File: src/rtl/fetch_unit.sv
// Instruction fetch stage: PC owner, combinational imem address, prefetch FIFO.
// Redirect from execute flushes the FIFO and restarts fetch at the new target.
module fetch_unit #(
  parameter logic [15:0] RESET_PC   = 16'h0000,
  parameter int          FIFO_DEPTH = 4
) (
  input  logic                               clk,
  input  logic                               rst_n,
  output logic [15:0]                        imem_addr,
  input  logic [15:0]                        imem_instr,
  input  logic                               redirect_valid,
  input  logic [15:0]                        redirect_pc,
  output logic                               if_valid,
  output logic [15:0]                        if_instr,
  output logic [15:0]                        if_pc,
  input  logic                               if_ready,
  output logic [$clog2(FIFO_DEPTH+1)-1:0]    fifo_count
);

  localparam int PW = $clog2(FIFO_DEPTH);
  localparam int CW = $clog2(FIFO_DEPTH + 1);
  localparam logic [15:0] START_PC = RESET_PC & 16'hFFFE;

  logic [15:0]   fetch_pc;
  logic [PW-1:0] rd_ptr;
  logic [PW-1:0] wr_ptr;
  logic [CW-1:0] count;
  logic [15:0]   buf_instr [FIFO_DEPTH];
  logic [15:0]   buf_pc    [FIFO_DEPTH];
  logic          full;
  logic          pop;
  logic          push;

  assign full       = (count == CW'(FIFO_DEPTH));
  assign if_valid   = (count != '0);
  assign pop        = if_valid & if_ready;
  assign push       = !redirect_valid & (!full | pop);
  assign imem_addr  = fetch_pc;
  assign fifo_count = count;
  assign if_instr   = if_valid ? buf_instr[rd_ptr] : 16'h0000;
  assign if_pc      = if_valid ? buf_pc[rd_ptr] : 16'h0000;

  always_ff @(posedge clk or negedge rst_n) begin
    if (!rst_n) begin
      fetch_pc <= START_PC;
      rd_ptr   <= '0;
      wr_ptr   <= '0;
      count    <= '0;
    end else if (redirect_valid) begin
      // a same-cycle pop is already consumed by decode; drop the rest
      fetch_pc <= redirect_pc & 16'hFFFE;
      rd_ptr   <= '0;
      wr_ptr   <= '0;
      count    <= '0;
    end else begin
      if (push) begin
        fetch_pc <= fetch_pc + 16'd2;
        wr_ptr   <= wr_ptr + PW'(1);
      end
      if (pop) begin
        rd_ptr <= rd_ptr + PW'(1);
      end
      count <= count + CW'(push) - CW'(pop);
    end
  end

  // storage needs no reset: occupancy gates visibility
  always_ff @(posedge clk) begin
    if (push) begin
      buf_instr[wr_ptr] <= imem_instr;
      buf_pc[wr_ptr]    <= fetch_pc;
    end
  end

endmodule

File: config.mk
export PLATFORM = sky130hd
export DESIGN_NAME = fetch_unit
export DESIGN_NICKNAME = d
export VERILOG_FILES = /design/src/rtl/fetch_unit.sv
export SDC_FILE = /design/constraint.sdc
export NUM_CORES = 1
export LEC_CHECK = 0
export ABC_AREA = 1
export CORE_MARGIN = 2
export CORE_UTILIZATION = 54
export DETAILED_ROUTE_END_ITERATION = 10
export MAX_ROUTING_LAYER = met4
export PLACE_DENSITY = 0.84
export SYNTH_ARGS = -nofsm -noshare
export SYNTH_HDL_FRONTEND = slang
export SYNTH_SLANG_ARGS = --single-unit
File: constraint.sdc
create_clock -name clk -period 3.1 [get_ports clk]
set_input_delay 0.62 -clock clk [delete_from_list [all_inputs] [get_ports clk]]
set_output_delay 0.62 -clock clk [all_outputs]
set_load 0.01 [all_outputs]
### Word-level counts from Yosys, hierarchy flattened

Memories as Yosys holds them, arrays and structs flattened.
Index checks and enable logic that the tools add are counted.

| cells by class | value |
|---|---|
| add/subtract/negate cells | 5 |
| equality and inequality tests | 1 |
| mux-type cells | 11 |
| bitwise operators | 3 |
| reductions and logical operators | 5 |

Operators with widths:

| operator | number |
|---|---|
| 2-to-1 mux 16 bit | 4 |
| adder 16 x 2 -> 16 bit (second input constant) | 1 |
| 2-to-1 mux 2 bit | 4 |
| adder 2 x 1 -> 2 bit (second input constant) | 2 |
| nonzero test 2 bit | 2 |
| adder 3 x 1 -> 3 bit | 1 |
| equality test 3 bit (second input constant) | 1 |
| 2-to-1 mux 3 bit | 1 |
| nonzero test 3 bit | 1 |
| subtractor 3 x 1 -> 3 bit | 1 |
| AND 1 bit | 2 |
| logical NOT 1 bit | 2 |
| 2-to-1 mux 1 bit | 2 |
| bitwise OR 1 bit | 1 |

| word-level totals | value |
|---|---|
| register bits after elaboration | 23 |
| RAM bits | 128 |
| output and inout port bits | 52 |
| logic and storage cells | 31 |
| memories | 2 |

Memories:

| name | depth | bits a word | read ports | clocked after Yosys merged registers in | wr ports | line | RTL |
|---|---|---|---|---|---|---|---|
| buf_instr | 4 | 16 | 1 | 0 | 1 | 28 | `logic [15:0] buf_instr [FIFO_DEPTH];` |
| buf_pc | 4 | 16 | 1 | 0 | 1 | 29 | `logic [15:0] buf_pc [FIFO_DEPTH];` |

### Depth between registers and ports, before layout

Gate-level depths: netlist of the first run.

| depth | value |
|---|---|
| depth in word-level cells | 7 |
| mapped depth | 11 |
| gate-level depth less buffers | 11 |

### Worst setup path after synthesis of the first run

Ideal clock, no wire load.

| timing | value |
|---|---|
| kind | input-to-reg |
| from | input if_ready |
| to | memory buf_instr[0][0], enable pin |
| setup time | 419 ps |
| arrival | 2187 ps |
| data required time | 2681 ps |
| setup slack | 494 ps |
| cell stages on the path | 4 |
| path buffers | 0 |
| cells stage by stage | nor2_1 -> nand2_1 -> nand2_4 -> nor2_1 |

| on the way | value |
|---|---|
| longest elaborated chain between the ends | 5 |

RTL lines:

| element | line | RTL |
|---|---|---|
| start: declaration | 16 | `input logic if_ready,` |
| AND 1 bit | 36 | `assign pop = if_valid & if_ready;` |
| bitwise OR 1 bit | 37 | `assign push = !redirect_valid & (!full \| pop);` |
| AND 1 bit | 37 |  |
| 2-to-1 mux 1 bit | 69 | `if (push) begin` |
| 2-to-1 mux 1 bit (not written as such) | 70 | `buf_instr[wr_ptr] <= imem_instr;` |
| end: declaration | 28 |  |

No other way between the ends.

### Worst setup path in the final report of the first run

| timing | value |
|---|---|
| from | register rd_ptr[0] |
| to | output if_pc[6] |

| on the way | value |
|---|---|
| longest elaborated chain between the ends | 2 |

RTL lines:

| element | line | RTL |
|---|---|---|
| start: declaration | 25 | `logic [PW-1:0] rd_ptr;` |
| start signal: assignment | 61 | `rd_ptr <= rd_ptr + PW'(1);` |
| memory (4 x 16 bit) | n/a |  |
| 2-to-1 mux 16 bit | 41 | `assign if_pc = if_valid ? buf_pc[rd_ptr] : 16'h0000;` |
| end: declaration | 15 | `output logic [15:0] if_pc,` |

No other way between the ends.

==> results of run 1 <==
==> worst max-delay path: cells and delay by family (launching register included) <==
family	cells	cell delay, ns
buffers and inverters	2	0.91
AO/OA/AOI/OAI	2	0.36
flip-flops	1	0.37
AND/OR/NAND/NOR	2	0.21
==> timing repair <==
item | CTS | global route
setup endpoints to repair | 4 | 0
gates resized for setup | 1 | 0
buffers inserted | 2 | 0
==> cell type report <==
cell class	instances	area (um2)
Inverter	35	135.1
Timing Repair Buffer	102	988.4
Fill cell	784	3435
Multi-Input combinational cell	368	1742
Tap cell	143	178.9
Sequential cell	146	4275
Clock buffer	18	429.2
Clock inverter	14	186.4
==> per-layer routing <==
| metal | vias to the layer above | GRT usage [%] |
|---|---|---|
| met5 | - | - |
| met4 | 0 | 8.313 |
| met3 | 26 | 5.063 |
| met2 | 220 | 39.88 |
| met1 | 2225 | 27.91 |
| li1 | 2144 | - |
==> power groups by stage <==
stage / Sequential (mW) / Combinational (mW) / Clock [mW]
after global routing: 2.70 / 2.30 / 2.21
after CTS: 2.67 / 2.11 / 2.13
after global placement: 2.69 / 1.98 / 0
after floorplan: 2.68 / 1.05 / 0
final: 2.68 / 2.10 / 2.11
after detailed placement: 2.71 / 2.04 / 0
==> Yosys cell counts <==
| master | count |
|---|---|
| nor2_1 | 144 |
| edfxtp_1 | 124 |
| nand2_1 | 67 |
| o21ai_0 | 63 |
| a21oi_1 | 34 |
| inv_1 | 32 |
| dfrtp_1 | 22 |
| nand3_1 | 16 |
| o21ai_1 | 11 |
| buf_2 | 10 |
| clkbuf_1 | 8 |
| ha_1 | 7 |
| clkbuf_2 | 6 |
| nand4_1 | 4 |
| buf_4 | 3 |
| inv_2 | 3 |
| o211ai_1 | 3 |
| xor2_1 | 3 |
| nand3_2 | 2 |
| nor2_2 | 2 |
| nor3_1 | 2 |
| xnor2_1 | 2 |
| a31oi_1 | 1 |
| and3_1 | 1 |
| buf_6 | 1 |
| conb_1 | 1 |
| fa_1 | 1 |
| nand2_4 | 1 |
| nor2_8 | 1 |
| or2_2 | 1 |
==> worst min-delay path by stage <==
| stage | start | end | slack, ns | depth (start not counted) |
|---|---|---|---|---|
| after global placement | wr_ptr[0]$_DFFE_PN0N_ | wr_ptr[0]$_DFFE_PN0N_ | 0.54 | 1 |
| after global routing | rst_n | imem_addr[13]$_DFFE_PN0N_ | 0.59 | 1 |
| after detailed placement | rd_ptr[1]$_DFFE_PN0P_ | rd_ptr[1]$_DFFE_PN0P_ | 0.57 | 3 |
| after floorplan | rst_n | fifo_count[0]$_DFF_PN0_ | 0.32 | 0 |
| final | rst_n | imem_addr[6]$_DFFE_PN0N_ | 0.56 | 1 |
| after CTS | rst_n | imem_addr[6]$_DFFE_PN0N_ | 0.57 | 1 |
==> sequential cells by signal (all words and copies together) (netlist names) <==
signal / count
buf_pc: 60
wr_ptr: 2
fifo_count: 3
rd_ptr: 2
buf_instr: 64
imem_addr: 15
==> logic make-up after synthesis <==
| family | Yosys count | synth area share [%] |
|---|---|---|
| buffers and inverters | 63 | 4.399 |
| other | 1 | 0.05993 |
| XOR/XNOR | 5 | 0.7000 |
| adder cells (fa/ha/maj) | 8 | 1.720 |
| AO/OA/AOI/OAI | 112 | 9.098 |
| flip-flops | 146 | 68.31 |
| AND/OR/NAND/NOR | 241 | 15.72 |
==> cell usage in the layout (no fill, tap or decap), types with 2 or more instances in the layout <==
cell type	instances
nand3_2	2
clkinv_1	2
buf_4	17
edfxtp_1	124
nor2_4	4
o21ai_1	11
conb_1	2
o21ai_0	63
clkdlybuf4s50_1	84
clkinv_2	2
dfrtp_1	21
clkinvlp_4	4
a21oi_1	34
inv_6	2
nor3_1	2
inv_1	31
bufinv_16	4
ha_1	7
inv_2	3
nor2_2	2
nand3_1	16
xnor2_1	2
o211ai_1	3
nand4_1	4
nor2_1	140
xor2_1	3
nand2_1	67
clkbuf_16	17
==> impl_results.md, run 1 <==
* Worst Setup End Kind: output port
* Die width at 111.6 um
* Final Cycle Share at 92.97%
* Critical Path RT at 2.48 ns
* Gr usage total at 23.50%
* Die Span Y at 111.6 um
* Post-layout minimum cycle time at 2.882 ns
* Power share of the clock group at 30.6%
* Drt via density at 5.587
* Met1 wire length at 5462 um
* CP Data Arrival Time at 2.26 ns
* R2r setup slk at 0.86 ns
* Actual slew at the worst max-slew pin at 0.5321 ns
* Tot Pwr at 6.885 mW
* Inst Count DP at 792
* First-pass GRT wire length at 22200 um
* Worst-path clk slew at 0.06 ns
* Initial drt markers at 430
* GRT overflow at 0
* Largest net degree at the start of global routing at 34
* Cell Int Power at 4.759 mW
* Sw Ratio at 30.88%
* Synth Cell Area at 0.006257 mm2
* Slew headroom at 64.42%
* Share of cells above drive strength 1 at 9.224%
* Clock Path Buffers at 2
* Final hold vios at 0
* Synth top area cells: edfxtp_1 60%, dfrtp_1 8.8%, nor2_1 8.6%
* CP startpoint kind: flip-flop
* Post-synth top area share at 59.51%
* 1st-pass router iterations at 5
* DRT Wirelength at 13830 um
* Area leader, netlist: edfxtp_1
* Vias at 4615
* Setup WS pre-CTS at 0.2885 ns
* RSZ-0062 raised after global routing: no
* Critical R2R Launch: fifo_count[1]$_DFF_PN0_
* Placed Area at 0.007288 mm2
* Final core utilization at 69.79%
* # hold bufs at CTS at 0
* Worst-path cell chain: buf_4 > nor2_1 > nor2_1 > o21ai_0 > a21oi_1 > clkdlybuf4s50_1
* Syn-to-layout area delta at 26.81%
* # setup viols final at 0
* Worst skew pair latency at 0.41 ns
* # H-tree levels at 4
* Netlist cell types at 30
* RD Place Congestion at 0.9073
* Sequential share of power at 38.9%
* # diodes at 0
* Cts bufs inserted at 17
* WL met2 at 7141 um
* Combinational Power Share at 30.5%
* Net Switching at 2.126 mW
* Final WS setup at 0.2179 ns
* Residual DRC at 0
* Leakage at 2.978 nW
* Final instance count without filler cells at 826
* Clk sinks at 146
* Post-synthesis register bit count at 146
* Top Metal Used: met4
* Worst vdd ir at 0.6060 mV
* CTS tree: yes
* Design area at 0.007935 mm2
* Core Rows at 39
* Status: completed
* Initial antenna violation count at 0
* Vias in the first global route at 4661
* Synth Area per Inst at 10.86 um2
* Port bufs at 84
* Sequential fraction of the synthesis area at 68.31%
* Slowest CP cell: clkdlybuf4s50_1
* Yosys warning count at 0
* Root buf cell: clkbuf_16
* Worst min path class: in2async
* Syn Inst Count at 576
* Most common cell on crit path: nor2_1
* Critical path type: reg2out
* Met3 routed WL at 1007 um
* Critical Path End: if_pc[6]
* Routed len/inst at 16.74 um
* PwrDens at 867.7 mW/mm2
* Max Freq at 347.0 MHz
* R2r worst-path depth at 10
* Hold slack final at 0.5594 ns
* CORE AREA at 0.01137 mm2
* Initial Util at 55.03%
* Reg-to-Reg End: fifo_count[2]$_DFF_PN0_
* Fin nets at 714
* Crit. Startpoint: rd_ptr[0]$_DFFE_PN0P_
* Critical Path Max Stage Delay at 0.57 ns
* Worst Skew at 0.006417 ns
* Final Max Tran Viols at 0
* Io pins at 88
* Worst Path Max Fanout at 33
* Max Cap Viol at 0
* Post-route ant nets at 0
* Die area at 0.01246 mm2
* DP Wirelength at 8548 um
* Setup_tns at 0 ns
(Power assumes the default switching activity.)
==> inputs of run 2 (changes only) <==
--- a/config.mk
+++ b/config.mk
@@ -7,8 +7,9 @@
 export LEC_CHECK = 0
 export ABC_AREA = 1
 export CORE_MARGIN = 2
-export CORE_UTILIZATION = 54
+export CORE_UTILIZATION = 63
 export DETAILED_ROUTE_END_ITERATION = 10
+export DONT_BUFFER_PORTS = 1
 export MAX_ROUTING_LAYER = met4
 export PLACE_DENSITY = 0.84
 export SYNTH_ARGS = -nofsm -noshare
==> run 2 against run 1 <==
  * Clock power shrank 14%
  * Die area shrank 14%
  * Sequential share of layout area grew 6.7 points
  * Clock-buffer cell count shrank 1
  * Setup slack gained 0.12 ns
  * Clock skew grew 0.0017 ns
  * Total power shrank 12%
  * Fmax grew 4.2%
  * Final cell count shrank 10%
==> impl_results.md, run 2 (synthesis results as in run 1) <==
* Status: completed
* DRT Wirelength at 12990 um (-6.1%)
* Leakage at 2.670 nW (-10%)
* Final Cycle Share at 89.22% (-3.7 points)
* Initial antenna violation count at 0 (unchanged)
* Actual slew at the worst max-slew pin at 1.040 ns (+0.5078 ns)
* Gr usage total at 25.85% (+2.4 points)
* CP startpoint kind: flip-flop
* Largest net degree at the start of global routing at 64 (+88%)
* Initial Util at 64.31% (+9.3 points)
* Post-layout minimum cycle time at 2.766 ns (-0.1162 ns)
* Max Cap Viol at 0 (unchanged)
* PwrDens at 857.2 mW/mm2 (-1.2%)
* Routed len/inst at 17.51 um (+4.6%)
* R2r setup slk at 0.78 ns (-0.08 ns)
* # hold bufs at CTS at 1 (+1)
* Cts bufs inserted at 17 (unchanged)
* Die Span Y at 103.7 um (-7.2%)
* Core Rows at 36 (-7.7%)
* GRT overflow at 0 (unchanged)
* Resized Gates After CTS at 0 (-1)
* Worst-path cell chain: buf_4 > nor2_1 > nor2_1 > o21ai_0 > a21oi_1 > buf_4
* RD Place Congestion at 0.8792 (-3.1%)
* Critical path type: reg2out
* CP bufs+invs at 2 (unchanged)
* CP delay by family, top: buffers and inverters
* Root buf cell: clkbuf_8
* Final Max Tran Viols at 0 (unchanged)
* Clk sinks at 146 (unchanged)
* # diodes at 0 (unchanged)
* Worst Setup End Kind: output port
* RSZ-0062 raised after global routing: no
* Share of cells above drive strength 1 at 12.15% (+2.9 points)
* Reg with most FFs: buf_instr
* Setup Fix Bufs, Post-CTS at 0 (-2)
* Clock Path Buffers at 2 (unchanged)
* Critical Path Max Stage Delay at 0.52 ns (-0.05 ns)
* Commonest cells after routing, fill and taps aside: 140 x nor2_1, 124 x edfxtp_1, 67 x nand2_1, 63 x o21ai_0, 34 x a21oi_1
* Initial drt markers at 373 (-13%)
* Worst Path Max Fanout at 63 (+91%)
* Die area at 0.01075 mm2 (-14%)
* Port bufs at 0 (-100%)
* Worst min path class: in2reg
* Max FFs per register at 64 (unchanged)
* Slowest CP cell: buf_4
* Worst skew pair latency at 0.51 ns (+0.10 ns)
* Final hold vios at 0 (unchanged)
* 1st-pass router iterations at 4 (-1)
* CTS tree: yes
* Fin nets at 640 (-10%)
* Syn-to-layout area delta at 12.88%
* CP Data Arrival Time at 2.15 ns (-0.11 ns)
* Worst-path clk slew at 0.06 ns (about the same)
* Inst Count DP at 709 (-10%)
* Setup_tns at 0 ns (unchanged)
* Post-route ant nets at 0 (unchanged)
* Commonest non-fill, non-tap cell in the layout: nor2_1
* Worst Skew at 0.008154 ns (+0.001737 ns)
* Die width at 103.7 um (-7.2%)
* Final instance count without filler cells at 742 (-10%)
* Slew headroom at 30.45% (-34 points)
* Residual DRC at 0 (unchanged)
* Vias in the first global route at 4310 (-7.5%)
* First-pass GRT wire length at 21070 um (-5.1%)
* Critical Path RT at 2.48 ns (about the same)
* Worst vdd ir at 0.5066 mV (-16%)
* Max Freq at 361.5 MHz (+4.2%)
* Drt via density at 5.656 (+1.2%)
* # H-tree levels at 4 (unchanged)
* # setup viols final at 0 (unchanged)
* Vias at 4197 (-9.1%)
* DP Wirelength at 7586 um (-11%)
* CORE AREA at 0.009729 mm2 (-14%)
* Io pins at 88 (unchanged)
==> run 2: cell count changes in the layout (fill, tap and decap cells not counted), moves of 2 or more <==
cell / previous run / this run
bufinv_16: 4 / 0
buf_4: 17 / 27
inv_6: 2 / 7
clkdlybuf4s50_1: 84 / 0
clkinv_1: 2 / 0
==> run 2: per-layer routing <==
metal / GRT usage (%) / vias to the layer above / share of wire [%] / routed length [um]
met5: - / - / 0 / 0
met4: 8.494 / 0 / 0.85 / 110
met3: 6.104 / 12 / 6.7 / 876
met2: 44.47 / 146 / 54 / 6983
met1: 30.26 / 2037 / 39 / 5020
li1: - / 2002 / - / -
==> run 2: layout make-up <==
class	count	area (um2)
Clock buffer	17	414.1
Multi-Input combinational cell	368	1742
Tap cell	133	166.4
Inverter	35	131.4
Fill cell	665	2666
Clock inverter	15	121.4
Sequential cell	146	4275
Timing Repair Buffer	28	212.7
==> run 2: final timing paths <==
kind | startpoint | endpoint | depth (start not counted)
setup / recovery | rd_ptr[0]$_DFFE_PN0P_ | if_pc[7] | 6
hold / removal | redirect_valid | fifo_count[1]$_DFF_PN0_ | 1
setup reg to reg | fifo_count[1]$_DFF_PN0_ | fifo_count[2]$_DFF_PN0_ | 11
hold reg to reg | wr_ptr[0]$_DFFE_PN0N_ | wr_ptr[0]$_DFFE_PN0N_ | 1
max in group asynchronous | rst_n | rd_ptr[0]$_DFFE_PN0P_ | 1
min in group asynchronous | rst_n | imem_addr[5]$_DFFE_PN0N_ | 1
==> run 2: report_power, final <==
group | total, mW | switching [mW] | internal, mW
Sequential | 2.71 | 0.226 | 2.48
Combinational | 1.54 | 1.04 | 0.497
Clock | 1.81 | 0.811 | 1.00
==> run 2: stage by stage <==
stage	hold slack, ns	setup slack [ns]	util, %	power (mW)	area [um2]
global route	0.1503	0.1731	72.60	6.358	7063
finish	0.1694	0.3340	72.60	6.054	7063
global placement	0.3253	0.8242	66.99	4.193	6518
floorplan	0.3244	0.4943	-	3.725	6261
CTS	0.1492	0.3417	72.60	6.070	7063
detailed placement	0.3251	0.7804	66.99	4.265	6518
==> inputs of run 3 (changes only) <==
--- a/config.mk
+++ b/config.mk
@@ -6,12 +6,13 @@
 export NUM_CORES = 1
 export LEC_CHECK = 0
 export ABC_AREA = 1
+export CORE_ASPECT_RATIO = 2
 export CORE_MARGIN = 2
 export CORE_UTILIZATION = 63
 export DETAILED_ROUTE_END_ITERATION = 10
 export DONT_BUFFER_PORTS = 1
 export MAX_ROUTING_LAYER = met4
-export PLACE_DENSITY = 0.84
+export PLACE_DENSITY = 0.79
 export SYNTH_ARGS = -nofsm -noshare
 export SYNTH_HDL_FRONTEND = slang
 export SYNTH_SLANG_ARGS = --single-unit
==> run 3 against run 2 <==
  * Global-route usage increased by 1.2 points
  * Sequential power about the same
  * Utilization increased by 1.1 points
  * Flip-flop and latch count unchanged
  * Sequential share of layout area decreased by 0.71 points
  * Clock power increased by 13%
  * Setup slack got worse by 0.13 ns
  * Combinational power increased by 3%
  * Final cell count decreased by 0.27%
  * Non-clock buffer count decreased by 1
  * Largest power group unchanged
  * Wire length increased by 5.3%
  * Largest cell class unchanged
==> impl_results.md, run 3 (synthesis results as in run 1) <==
* Max FFs per register at 64 (unchanged)
* Root buf cell: clkbuf_16
* Post-layout minimum cycle time at 2.892 ns (+0.1263 ns)
* DRT Wirelength at 13680 um (+5.3%)
* Worst skew pair latency at 0.41 ns (-0.10 ns)
* Residual DRC at 0 (unchanged)
* Worst Setup End Kind: output port
* 1st-pass router iterations at 5 (+1)
* Vias in the first global route at 4275 (-0.81%)
* Gr usage total at 27.01% (+1.2 points)
* Clk sinks at 146 (unchanged)
* Power share of the clock group at 32.3% (+2.4 points)
* Die Span Y at 144.9 um (+40%)
* Actual slew at the worst max-slew pin at 1.056 ns (+0.01658 ns)
* CP Data Arrival Time at 2.27 ns (+0.12 ns)
* Critical path type: reg2out
* Final Cycle Share at 93.30% (+4.1 points)
* Io pins at 88 (unchanged)
* GRT overflow at 0 (unchanged)
* Leakage at 2.719 nW (+1.8%)
* Setup_tns at 0 ns (unchanged)
* Worst Skew at 0.009843 ns (+0.001688 ns)
* Commonest cells after routing, fill and taps aside: 140 x nor2_1, 124 x edfxtp_1, 67 x nand2_1, 63 x o21ai_0, 34 x a21oi_1
* Slew headroom at 29.34% (-1.1 points)
* Drt via density at 5.746 (+1.6%)
* Filler instances at 674 (+1.4%)
* # diodes at 0 (unchanged)
* CTS tree: yes
* Net Switching at 2.039 mW (-1.8%)
* Max Freq at 345.8 MHz (-4.4%)
* Die area at 0.01079 mm2 (+0.45%)
* Routed len/inst at 18.49 um (+5.6%)
* Cell Int Power at 4.289 mW (+7.8%)
* Worst-path clk slew at 0.06 ns (about the same)
* Setup Fix Bufs, Post-CTS at 0 (unchanged)
* Initial Util at 64.51% (+0.20 points)
* Sequential share of power at 42.8% (-1.9 points)
* Worst vdd ir at 0.5078 mV (+0.24%)
* Combinational Power Share at 24.9% (-0.5 points)
* RSZ-0062 raised after global routing: no
* Initial antenna violation count at 0 (unchanged)
* Final Max Tran Viols at 0 (unchanged)
* Vias at 4252 (+1.3%)
* Cts bufs inserted at 17 (unchanged)
* Die width at 74.47 um (-28%)
* First-pass GRT wire length at 20730 um (-1.6%)
* Largest net degree at the start of global routing at 64 (unchanged)
* Reg with most FFs: buf_instr
* Clock Path Buffers at 2 (unchanged)
* Post-route ant nets at 0 (unchanged)
* Core Rows at 51 (+42%)
* Commonest non-fill, non-tap cell in the layout: nor2_1
* # H-tree levels at 4 (unchanged)
* CP startpoint kind: flip-flop
* Initial drt markers at 376 (+0.80%)
* Port bufs at 0 (unchanged)
* RD Place Congestion at 0.7808 (-11%)
* DP Wirelength at 8214 um (+8.3%)
* Share of cells above drive strength 1 at 11.68% (-0.47 points)
* PwrDens at 885.5 mW/mm2 (+3.3%)
* Worst Path Max Fanout at 17 (-73%)
* Syn-to-layout area delta at 14.22%
* Final hold vios at 0 (unchanged)
* Critical Path RT at 2.48 ns (about the same)
* Status: completed
* Max Cap Viol at 0 (unchanged)
* Worst min path class: in2reg
* Sw Ratio at 32.22% (-2.1 points)
* CORE AREA at 0.009699 mm2 (-0.31%)
* # setup viols final at 0 (unchanged)
* Fin nets at 639 (-0.16%)
* Hold slack final at 0.2658 ns (+0.09644 ns)
## run 3: final timing paths
| kind | from | endpoint | slack (ns) | cells past startpoint |
|---|---|---|---|---|
| max | fifo_count[1]$_DFF_PN0_ | if_pc[3] | 0.21 | 6 |
| min | redirect_valid | fifo_count[0]$_DFF_PN0_ | 0.27 | 1 |
| max reg2reg | fifo_count[1]$_DFF_PN0_ | fifo_count[2]$_DFF_PN0_ | 0.65 | 11 |
| min reg2reg | wr_ptr[0]$_DFFE_PN0N_ | wr_ptr[0]$_DFFE_PN0N_ | 0.61 | 1 |
| max in group asynchronous | rst_n | rd_ptr[0]$_DFFE_PN0P_ | 1.53 | 1 |
| min in group asynchronous | rst_n | imem_addr[13]$_DFFE_PN0N_ | 0.85 | 1 |
## run 3: critical path, cell delays in order, from the launching register on
cell	delay, ns
dfrtp_1	0.48
nor2_1	0.12
nand2_1	0.17
inv_1	0.47
buf_4	0.35
a21oi_1	0.09
buf_4	0.16
## run 3: timing repair
action | CTS | global route
hold buffers | 1 | 0
resized for setup | 0 | 0
endpoints found under the setup margin | 0 | 0
endpoints found under the hold margin | 22 | 0
## run 3: layout make-up
class,count,area (um2),area share (%)
timing repair buffer,27,230.2,3.221
clock inverter,13,160.2,2.241
clock buffer,19,442.9,6.197
inverter,35,131.4,1.838
multi-input combinational,368,1742,24.37
sequential,146,4275,59.82
tap,132,165.2,2.311
## run 3: layer usage
metal / share of wire (%) / track usage, %
met5: 0 / -
met4: 3.2 / 11.88
met3: 5.5 / 7.361
met2: 56 / 47.74
met1: 35 / 26.20
## run 3: power groups by stage
stage	Combinational, mW	Sequential (mW)	Clock, mW
after detailed placement	1.56	2.74	0
after global routing	1.74	2.74	2.15
final	1.58	2.71	2.04
after floorplan	1.05	2.68	0
after global placement	1.50	2.72	0
after CTS	1.59	2.71	2.06
## run 3: per-stage QoR
stage / setup slack [ns] / instance area, um2 / power (mW) / util (%) / std cells
3_5_place_dp: 0.6196 / 6534 / 4.304 / 67.36 / 707
6_report: 0.2078 / 7147 / 6.328 / 73.68 / 740
2_1_floorplan: 0.4943 / 6261 / 3.725 / - / 577
3_3_place_gp: 0.6325 / 6534 / 4.225 / 67.36 / 707
4_1_cts: 0.1774 / 7147 / 6.357 / 73.68 / 740
5_1_grt: 0.07836 / 7147 / 6.628 / 73.68 / 740
